`src/rtl/sb_tx_msg_fifo_pkg.sv`:
```
`default_nettype none
// ============================================================================
// sb_tx_pkg : shared types and sizes for the sideband TX message buffer
// Rev 1.0
// ============================================================================
package sb_tx_pkg;

   localparam int SB_WORD_W        = 64;
   localparam int SB_TX_FIFO_DEPTH = 8;

   typedef logic [SB_WORD_W-1:0] sb_word_t;

   typedef struct packed {
      sb_word_t hdr;
      sb_word_t data;
      logic     has_data;
   } sb_msg_t;

   // Number of 64-bit words a message occupies in the buffer.
   function automatic logic [1:0] sb_msg_words(input logic has_data);
      return has_data ? 2'd2 : 2'd1;
   endfunction

endpackage : sb_tx_pkg
`default_nettype wire

```
`src/rtl/sb_tx_msg_fifo_if.sv`:
```
`default_nettype none
// ============================================================================
// sb_tx_msg_fifo_if : controller write side and serializer read side bundle
// Rev 1.0
// ============================================================================
interface sb_tx_msg_fifo_if #(
   parameter int W = sb_tx_pkg::SB_WORD_W
);

   logic         wr_valid;
   logic         wr_ready;
   logic [W-1:0] wr_hdr;
   logic [W-1:0] wr_data;
   logic         wr_has_data;
   logic [W-1:0] tx_data;
   logic         tx_enable;
   logic         tx_pop;

   // master = controller + serializer side, slave = the buffer itself
   modport master (
      output wr_valid, wr_hdr, wr_data, wr_has_data, tx_pop,
      input  wr_ready, tx_data, tx_enable
   );

   modport slave (
      input  wr_valid, wr_hdr, wr_data, wr_has_data, tx_pop,
      output wr_ready, tx_data, tx_enable
   );

endinterface : sb_tx_msg_fifo_if
`default_nettype wire

```
`src/rtl/sb_tx_msg_fifo_mem.sv`:
```
`default_nettype none
// ============================================================================
// sb_tx_fifo_mem : DEPTH x W register array, dual adjacent write, async read
// Rev 1.0
// ============================================================================
module sb_tx_fifo_mem
   import sb_tx_pkg::*;
#(
   parameter int DEPTH = SB_TX_FIFO_DEPTH,
   parameter int W     = SB_WORD_W,
   parameter int AW    = $clog2(DEPTH)
) (
   input  wire logic          clk,
   input  wire logic          i_we0,
   input  wire logic [AW-1:0] i_waddr,
   input  wire logic [W-1:0]  i_wdata0,
   input  wire logic          i_we1,
   input  wire logic [W-1:0]  i_wdata1,
   input  wire logic [AW-1:0] i_raddr,
   output      logic [W-1:0]  o_rdata
);

   logic [W-1:0]  r_mem [DEPTH];
   logic [AW-1:0] w_waddr1;

   // Second port lands on the next slot; AW-bit arithmetic wraps DEPTH-1 -> 0.
   assign w_waddr1 = i_waddr + AW'(1);

   always_ff @(posedge clk) begin
      if (i_we0) begin
         r_mem[i_waddr] <= i_wdata0;
      end
      if (i_we1) begin
         r_mem[w_waddr1] <= i_wdata1;
      end
   end

   assign o_rdata = r_mem[i_raddr];

endmodule : sb_tx_fifo_mem
`default_nettype wire

```
`src/rtl/sb_tx_msg_fifo.sv`:
```
`default_nettype none
// ============================================================================
// sb_tx_msg_fifo : atomic-message FWFT word buffer feeding the SB serializer
// Rev 1.0
// ============================================================================
module sb_tx_msg_fifo
   import sb_tx_pkg::*;
#(
   parameter int DEPTH = SB_TX_FIFO_DEPTH,
   parameter int W     = SB_WORD_W
) (
   input  wire logic                 pll_clk,
   input  wire logic                 rst,
   sb_tx_msg_fifo_if.slave           bus,
   input  wire logic                 err_clr,
   output      logic [$clog2(DEPTH):0] count,
   output      logic                 overflow_err,
   output      logic                 underflow_err
);

   localparam int              c_AW        = $clog2(DEPTH);
   localparam int              c_CW        = c_AW + 1;
   localparam logic [c_CW-1:0] c_READY_MAX = c_CW'(DEPTH - 2);

   logic [c_AW-1:0] r_wr_ptr;
   logic [c_AW-1:0] r_rd_ptr;
   logic [c_CW-1:0] r_count;
   logic            r_overflow;
   logic            r_underflow;

   logic            w_wr_ready;
   logic            w_tx_enable;
   logic            w_wr_acc;
   logic            w_pop_acc;
   logic            w_ovf_set;
   logic            w_unf_set;
   logic [c_CW-1:0] w_n_wr;
   logic [c_CW-1:0] w_n_pop;
   logic [c_CW-1:0] w_count_next;
   logic [W-1:0]    w_head;

   // Ready needs two free slots regardless of message size, so it depends
   // only on the registered count and never on this cycle's inputs.
   assign w_wr_ready  = (r_count <= c_READY_MAX);
   assign w_tx_enable = (r_count != '0);

   assign w_wr_acc  = bus.wr_valid & w_wr_ready;
   assign w_pop_acc = bus.tx_pop & w_tx_enable;
   assign w_ovf_set = bus.wr_valid & ~w_wr_ready;
   assign w_unf_set = bus.tx_pop & ~w_tx_enable;

   always_comb begin
      w_n_wr = '0;
      if (w_wr_acc) begin
         w_n_wr = c_CW'(sb_msg_words(bus.wr_has_data));
      end
   end

   assign w_n_pop      = {{c_AW{1'b0}}, w_pop_acc};
   assign w_count_next = r_count + w_n_wr - w_n_pop;

   always_ff @(posedge pll_clk) begin
      if (rst) begin
         r_wr_ptr <= '0;
         r_rd_ptr <= '0;
         r_count  <= '0;
      end else begin
         r_wr_ptr <= r_wr_ptr + w_n_wr[c_AW-1:0];
         if (w_pop_acc) begin
            r_rd_ptr <= r_rd_ptr + c_AW'(1);
         end
         r_count <= w_count_next;
      end
   end

   // A set event in the same cycle as err_clr keeps the flag set.
   always_ff @(posedge pll_clk) begin
      if (rst) begin
         r_overflow  <= 1'b0;
         r_underflow <= 1'b0;
      end else begin
         if (w_ovf_set) begin
            r_overflow <= 1'b1;
         end else if (err_clr) begin
            r_overflow <= 1'b0;
         end
         if (w_unf_set) begin
            r_underflow <= 1'b1;
         end else if (err_clr) begin
            r_underflow <= 1'b0;
         end
      end
   end

   sb_tx_fifo_mem #(
      .DEPTH (DEPTH),
      .W     (W),
      .AW    (c_AW)
   ) u_mem (
      .clk      (pll_clk),
      .i_we0    (w_wr_acc),
      .i_waddr  (r_wr_ptr),
      .i_wdata0 (bus.wr_hdr),
      .i_we1    (w_wr_acc & bus.wr_has_data),
      .i_wdata1 (bus.wr_data),
      .i_raddr  (r_rd_ptr),
      .o_rdata  (w_head)
   );

   assign bus.tx_data     = w_tx_enable ? w_head : '0;
   assign bus.tx_enable   = w_tx_enable;
   assign bus.wr_ready    = w_wr_ready;
   assign count           = r_count;
   assign overflow_err    = r_overflow;
   assign underflow_err   = r_underflow;

endmodule : sb_tx_msg_fifo
`default_nettype wire

```
`src/flat_wrapper.sv`:
```
// flat-port wrapper written by rule: the top's interface ports become plain ports
module sb_tx_msg_fifo_flat import sb_tx_pkg::*;
#(
   parameter int DEPTH = SB_TX_FIFO_DEPTH,
   parameter int W     = SB_WORD_W
)
  (pll_clk, rst, err_clr, count, overflow_err, underflow_err, bus_wr_valid, bus_wr_hdr, bus_wr_data, bus_wr_has_data, bus_tx_pop, bus_wr_ready, bus_tx_data, bus_tx_enable);
  sb_tx_msg_fifo_if #(.W(W)) bus_i ();
  input  wire logic pll_clk;
  input  wire logic rst;
  input  wire logic err_clr;
  output      logic [$clog2(DEPTH):0] count;
  output      logic overflow_err;
  output      logic underflow_err;
  input wire logic [$bits(bus_i.wr_valid)-1:0] bus_wr_valid;
  input wire logic [$bits(bus_i.wr_hdr)-1:0] bus_wr_hdr;
  input wire logic [$bits(bus_i.wr_data)-1:0] bus_wr_data;
  input wire logic [$bits(bus_i.wr_has_data)-1:0] bus_wr_has_data;
  input wire logic [$bits(bus_i.tx_pop)-1:0] bus_tx_pop;
  output wire logic [$bits(bus_i.wr_ready)-1:0] bus_wr_ready;
  output wire logic [$bits(bus_i.tx_data)-1:0] bus_tx_data;
  output wire logic [$bits(bus_i.tx_enable)-1:0] bus_tx_enable;
  assign bus_i.wr_valid = bus_wr_valid;
  assign bus_i.wr_hdr = bus_wr_hdr;
  assign bus_i.wr_data = bus_wr_data;
  assign bus_i.wr_has_data = bus_wr_has_data;
  assign bus_i.tx_pop = bus_tx_pop;
  assign bus_wr_ready = bus_i.wr_ready;
  assign bus_tx_data = bus_i.tx_data;
  assign bus_tx_enable = bus_i.tx_enable;
  sb_tx_msg_fifo #(.DEPTH(DEPTH), .W(W)) u_core (.pll_clk(pll_clk), .rst(rst), .bus(bus_i), .err_clr(err_clr), .count(count), .overflow_err(overflow_err), .underflow_err(underflow_err));
endmodule
```
`config.mk`:
```
export PLATFORM = sky130hd
export DESIGN_NAME = sb_tx_msg_fifo_flat
export DESIGN_NICKNAME = d
export VERILOG_FILES = /design/src/rtl/sb_tx_msg_fifo_pkg.sv /design/src/rtl/sb_tx_msg_fifo_if.sv /design/src/rtl/sb_tx_msg_fifo_mem.sv /design/src/rtl/sb_tx_msg_fifo.sv /design/src/flat_wrapper.sv
export SDC_FILE = /design/constraint.sdc
export NUM_CORES = 1
export LEC_CHECK = 0
export ABC_CLOCK_PERIOD_IN_PS = 9540
export BUFFER_PORTS_ARGS = -buffer_cell sky130_fd_sc_hd__buf_2
export CAP_MARGIN = 30
export CORE_ASPECT_RATIO = 0.9
export CORE_MARGIN = 1.5
export CORE_UTILIZATION = 40
export CTS_CLUSTER_DIAMETER = 100
export DETAILED_ROUTE_END_ITERATION = 8
export GPL_TIMING_DRIVEN = 0
export MAX_ROUTING_LAYER = met4
export PLACE_DENSITY = 0.57
export SLEW_MARGIN = 20
export SYNTH_ARGS = -nofsm -noshare
export SYNTH_HDL_FRONTEND = slang
export SYNTH_SLANG_ARGS = --single-unit
export TNS_END_PERCENT = 1
```
`constraint.sdc`:
```
create_clock -name pll_clk -period 9.54 [get_ports pll_clk]
set_input_delay 0.477 -clock pll_clk [delete_from_list [all_inputs] [get_ports pll_clk]]
set_output_delay 0.477 -clock pll_clk [all_outputs]
set_load 0.02 [all_outputs]
```
# Word-level counts from Yosys, hierarchy flattened
# Memory sizes are Yosys's and may differ from the RTL's. A register that Yosys moved wholly into a read port is not among the register bits.
# Index checks and enable logic that the tools add are counted.
[totals] word_cells=34 memories=1 regBits=12 output_inout_bits=72 inputBits=134 mem_bits_rw=512
[memory_table] name="u_core.u_mem.r_mem" depth=8 word_bits=64 rd=1 rd_ports_with_merged_regs=1 write_ports=2 line="sb_tx_msg_fifo_mem.sv:23" source="logic [W-1:0] r_mem [DEPTH];"
[classes] mux=12 n_bitwise=7 n_addsub=5 magnitude_cmp=1 n_reduce_logical=3
[op_table] cell="two-way mux 64 bit" n=1
[op_table] cell="two-way mux 1 bit" n=7
[op_table] cell="adder 3 x 1 -> 3 bit (second input constant)" n=2
[op_table] cell="two-way mux 3 bit" n=2
[op_table] cell="AND 1 bit" n=5
[op_table] cell="adder 4 x 2 -> 4 bit" n=1
[op_table] cell="less-or-equal comparator 4 x 3 -> 1 bit (second input constant)" n=1
[op_table] cell="two-way mux 2 bit" n=2
[op_table] cell="nonzero test 2 bit" n=2
[op_table] cell="nonzero test 4 bit" n=1
[op_table] cell="subtractor 4 x 1 -> 4 bit" n=1
[op_table] cell="adder 3 x 2 -> 3 bit" n=1
[op_table] cell="inverter 1 bit" n=2

# Longest topological paths before layout
[logic_depth] word_depth=5 mapped_depth=14 depth_no_buf=13

# Hierarchy
# Synthesis repeated with hierarchy kept, for this count alone.
[hier_totals] cells_unflattened=1478 area_unflattened_um2=26505.4
[modules_own_cells] mod="sb_tx_fifo_mem" area_per_inst_um2=25365.6 n_inst=1 cells_per_inst=1333 seq_area_each_um2=15374.7
[modules_own_cells] mod="sb_tx_msg_fifo" area_per_inst_um2=1139.8 n_inst=1 cells_per_inst=145 seq_area_each_um2=240.2

# Worst setup path after synthesis
# OpenSTA, ideal clock, no wires.
[synth_path] path_type="reg-to-reg" startpoint="reg u_core.r_count[3] (netlist: u_core.count[3])" endpoint="mem u_core.u_mem.r_mem[1][0] (netlist bit), enable pin" synth_period_minus_slack_ns=4.876 stages_incl_launch_ff=7 arrival_time_ns=4.369 setup_ns=0.507 setup_slack_ns=4.664 n_path_buf=1 t_required_ns=9.033 cell_sequence="dfxtp_1 inv_1 ha_1 and2_1 buf_4 mux2i_4 a21oi_1"
[synth_rtl] element="start: declaration" line="sb_tx_msg_fifo.sv:27" source="logic [c_CW-1:0] r_count;"
[synth_rtl] element="start signal: assignment" line="sb_tx_msg_fifo.sv:72" source="r_count <= w_count_next;"
[synth_rtl] element="end: declaration" line="sb_tx_msg_fifo_mem.sv:23"

# Worst setup path in the final report
[layout_path] startpoint="reg u_core.r_count[3] (netlist: u_core.count[3])" endpoint="out bus_tx_data[7]"
[layout_via] elab_chain_cells=2
[layout_rtl] element="nonzero test 4 bit" line="sb_tx_msg_fifo.sv:45" source="assign w_tx_enable = (r_count != '0);"
[layout_rtl] element="two-way mux 64 bit" line="sb_tx_msg_fifo.sv:110" source="assign bus.tx_data = w_tx_enable ? w_head : '0;"
[layout_rtl] element="end: declaration" line="flat_wrapper.sv:21" source="output wire logic [$bits(bus_i.tx_data)-1:0] bus_tx_data;"
# Every way passes these cells.

==> impl_metrics.toml <==
[cts]
clock_sinks = 527
cts_max_path_buffers = 3
numCtsBuffers = 58
htree_levels = 2
cts-resized-gates = 0
cts_root_buffer = "clkbuf_16"
ctsHoldBuffers = 0
postCtsSetupRepairBufs = 0
clkTransAtPathRegs_ns = 0.06
cts_tree = "built"
clk-insertion-delay-late_ns = 0.63

[critical_path]
start_kind = "flop"
critPathArrivalTime_ns = 3.64
critPathKind = "reg -> out"
critical_path_peak_fanout = 10
worstPathRequired_ns = 9.06
worst_setup_path_end_kind = "primary output"

[power_and_ir_drop]
powerDensity_nw_per_um2 = 241
leakagePower_nw = 10.6
peakVddDrop_mv = 0.152

[final_layout]
seqCellArea_um2 = 15700
final_util = 0.481
final_nets = 1874
final_common_cell = "edfxtp_1"
mostFrequentLayoutCells = "edfxtp_1, mux2_2, buf_2, mux4_2, a22o_1"
layout.cells.non_filler = 2643
multiInputGateArea_um2 = 9960
stdcell_area_um2 = 31000
syn_to_final_growth_pct = 18.4
drive_gt1_frac = 0.585
fillers = 5551

[min_path]
hold_class = "in -> reg"

[synthesis]
synth_fp_nets = 1575
synthTopCellsByArea = "edfxtp_1, mux2_2, mux4_2, a22o_1, dfxtp_1"
syn_inst = 1429
ys_ff_latch = 527
seq_area_frac_synth = 0.599
synth_ff_type = "edfxtp_1"
synth-edff-count = 512
synth_area_um2 = 26200
synth_top_area_share = 0.588
avgSynthCellArea_um2 = 18.3
yosys_warnings = 0
yosysTopAreaCell = "edfxtp_1"
synth_cell_types = 37
async_reset_ff_frac = 0

[sta]
finalSetupTns_ns = 0
min_period_over_period = 0.432
rsz0062_at_grt = "false"
whs_ns = 0.0954
worst_slew_pin_slew_ns = 0.946
fmax_mhz = 243
timing.final.crit_period_ns = 4.12
hold_viol = 0
finalMaxSlewViolations = 0
finalSetupViolations = 0
relSlewSlack = 0.369
finalClockSkew_ns = 0.0208

[placement]
hpwl_mm = 47.2
dpl.cell_count = 2523
post_dp_cell_area_um2 = 29100
port_buffers = 205
place_congestion = 0.781

[status]
status = "completed"

[flow_run]
drv_cap = 0

[global_routing]
grtUsageTotal = 0.226
antenna_found_initial = 16
grt_max_degree = 30
grt_pass1_vias = 15900
grt_pass1_wl_mm = 107
grt_overflow = 0

[floorplan]
die-area_um2 = 66900
ios = 206
rows = 88
core_area_um2 = 64400
die_h_um = 246
initial_core_util = 0.406
die-width_um = 273

[detailed_routing]
drc = 0
routedWlPerCell_um = 27.5
vias_per_cell = 5.63
vias = 14900
drt_wl_total_mm = 72.7
drtIter0Drc = 1250
drt-pass1-iter-count = 5
ant_nets = 0
## synth_stat cells, types with 3 or more instances
cell,instances
a21oi_1,8
a22o_1,64
and2_1,3
buf_2,45
buf_4,8
buf_6,13
clkbuf_1,28
dfxtp_1,15
edfxtp_1,512
ha_1,10
inv_1,14
mux2_2,497
mux2_4,16
mux4_2,128
nand2_1,6
nand2_2,3
nand3_1,5
nor2_1,19
nor2b_1,5
nor3_1,3
xor2_1,5
## critical path, cell delays in order, from the launching register on
cell,delay (ns)
dfxtp_1,0.37
inv_1,0.07
ha_1,0.18
and3_1,0.23
inv_1,0.14
and2_1,0.14
clkbuf_1,0.70
clkbuf_1,0.66
a22o_1,0.33
buf_2,0.19
## layer usage
layer / up-vias / GRT usage / routed length [um] / part of all wire
met5: - / - / 0 / 0
met1: 7816 / 0.300 / 31700 / 0.44
met2: 439 / 0.357 / 35300 / 0.49
li1: 6524 / - / - / -
met4: 0 / 0.0693 / 1720 / 0.024
met3: 101 / 0.0385 / 4050 / 0.056
## registers in the layout, summed over array words and instances (netlist names), named ones only
name,cells
u_core.r_rd_ptr,3
u_core.u_mem.r_mem,512
u_core.underflow_err,1
u_core.count,4
u_core.overflow_err,1
u_core.r_wr_ptr,3
## logic make-up (layout without fill, tap and decap cells)
| kind of cell | count (synthesis) | after routing | synth area share |
|---|---|---|---|
| and+or+nand+nor | 54 | 54 | 0.0105 |
| DFF | 527 | 527 | 0.599 |
| buffers and inverters | 109 | 453 | 0.0227 |
| other | 0 | 15 | 0 |
| AOI/OAI and AO/OA | 77 | 77 | 0.0243 |
| adders and majority gates | 12 | 12 | 0.00631 |
| muxes | 643 | 643 | 0.335 |
| xor gates and xnor gates | 7 | 7 | 0.00234 |
## worst paths after layout
kind,start,endpoint,slack (ns),cells past startpoint
hold / removal,rst,u_core.r_wr_ptr[0],0.1,2
setup / recovery,u_core.count[3],bus_tx_data[7],5.42,9
hold reg to reg,u_core.overflow_err,u_core.overflow_err,0.49,2
setup reg to reg,u_core.r_wr_ptr[1],u_core.u_mem.r_mem[1][11],6.58,6
## through the flow
| stage | worst slack [ns] | power [mW] |
|---|---|---|
| 6_report | 5.42 | 7.46 |
| 5_1_grt | 5.27 | 7.75 |
| 4_1_cts | 5.30 | 7.55 |
| 3_5_place_dp | 5.98 | 5.32 |
| 3_3_place_gp | 0.742 | 5.22 |
| 2_1_floorplan | 4.66 | 4.40 |
## where the power goes
part           leakage, nW  internal [mW]  switching (mW)  total [mW]
logic                 4.97           1.02            1.36        2.38
clock network        0.899           1.30           0.925        2.22
registers             4.78           2.81          0.0534        2.87
## cell type report
| type | count | share of cell area |
|---|---|---|
| Buffer | 95 | 0.0174 |
| Antenna cell | 15 | 0.00121 |
| Timing Repair Buffer | 239 | 0.0582 |
| Tap cell | 855 | 0.0345 |
| Inverter | 14 | 0.00170 |
| Clock buffer | 70 | 0.0483 |
| Clock inverter | 35 | 0.0112 |
| Multi-Input combinational cell | 793 | 0.321 |
| Sequential cell | 527 | 0.506 |
(Power assumes the default switching activity.)
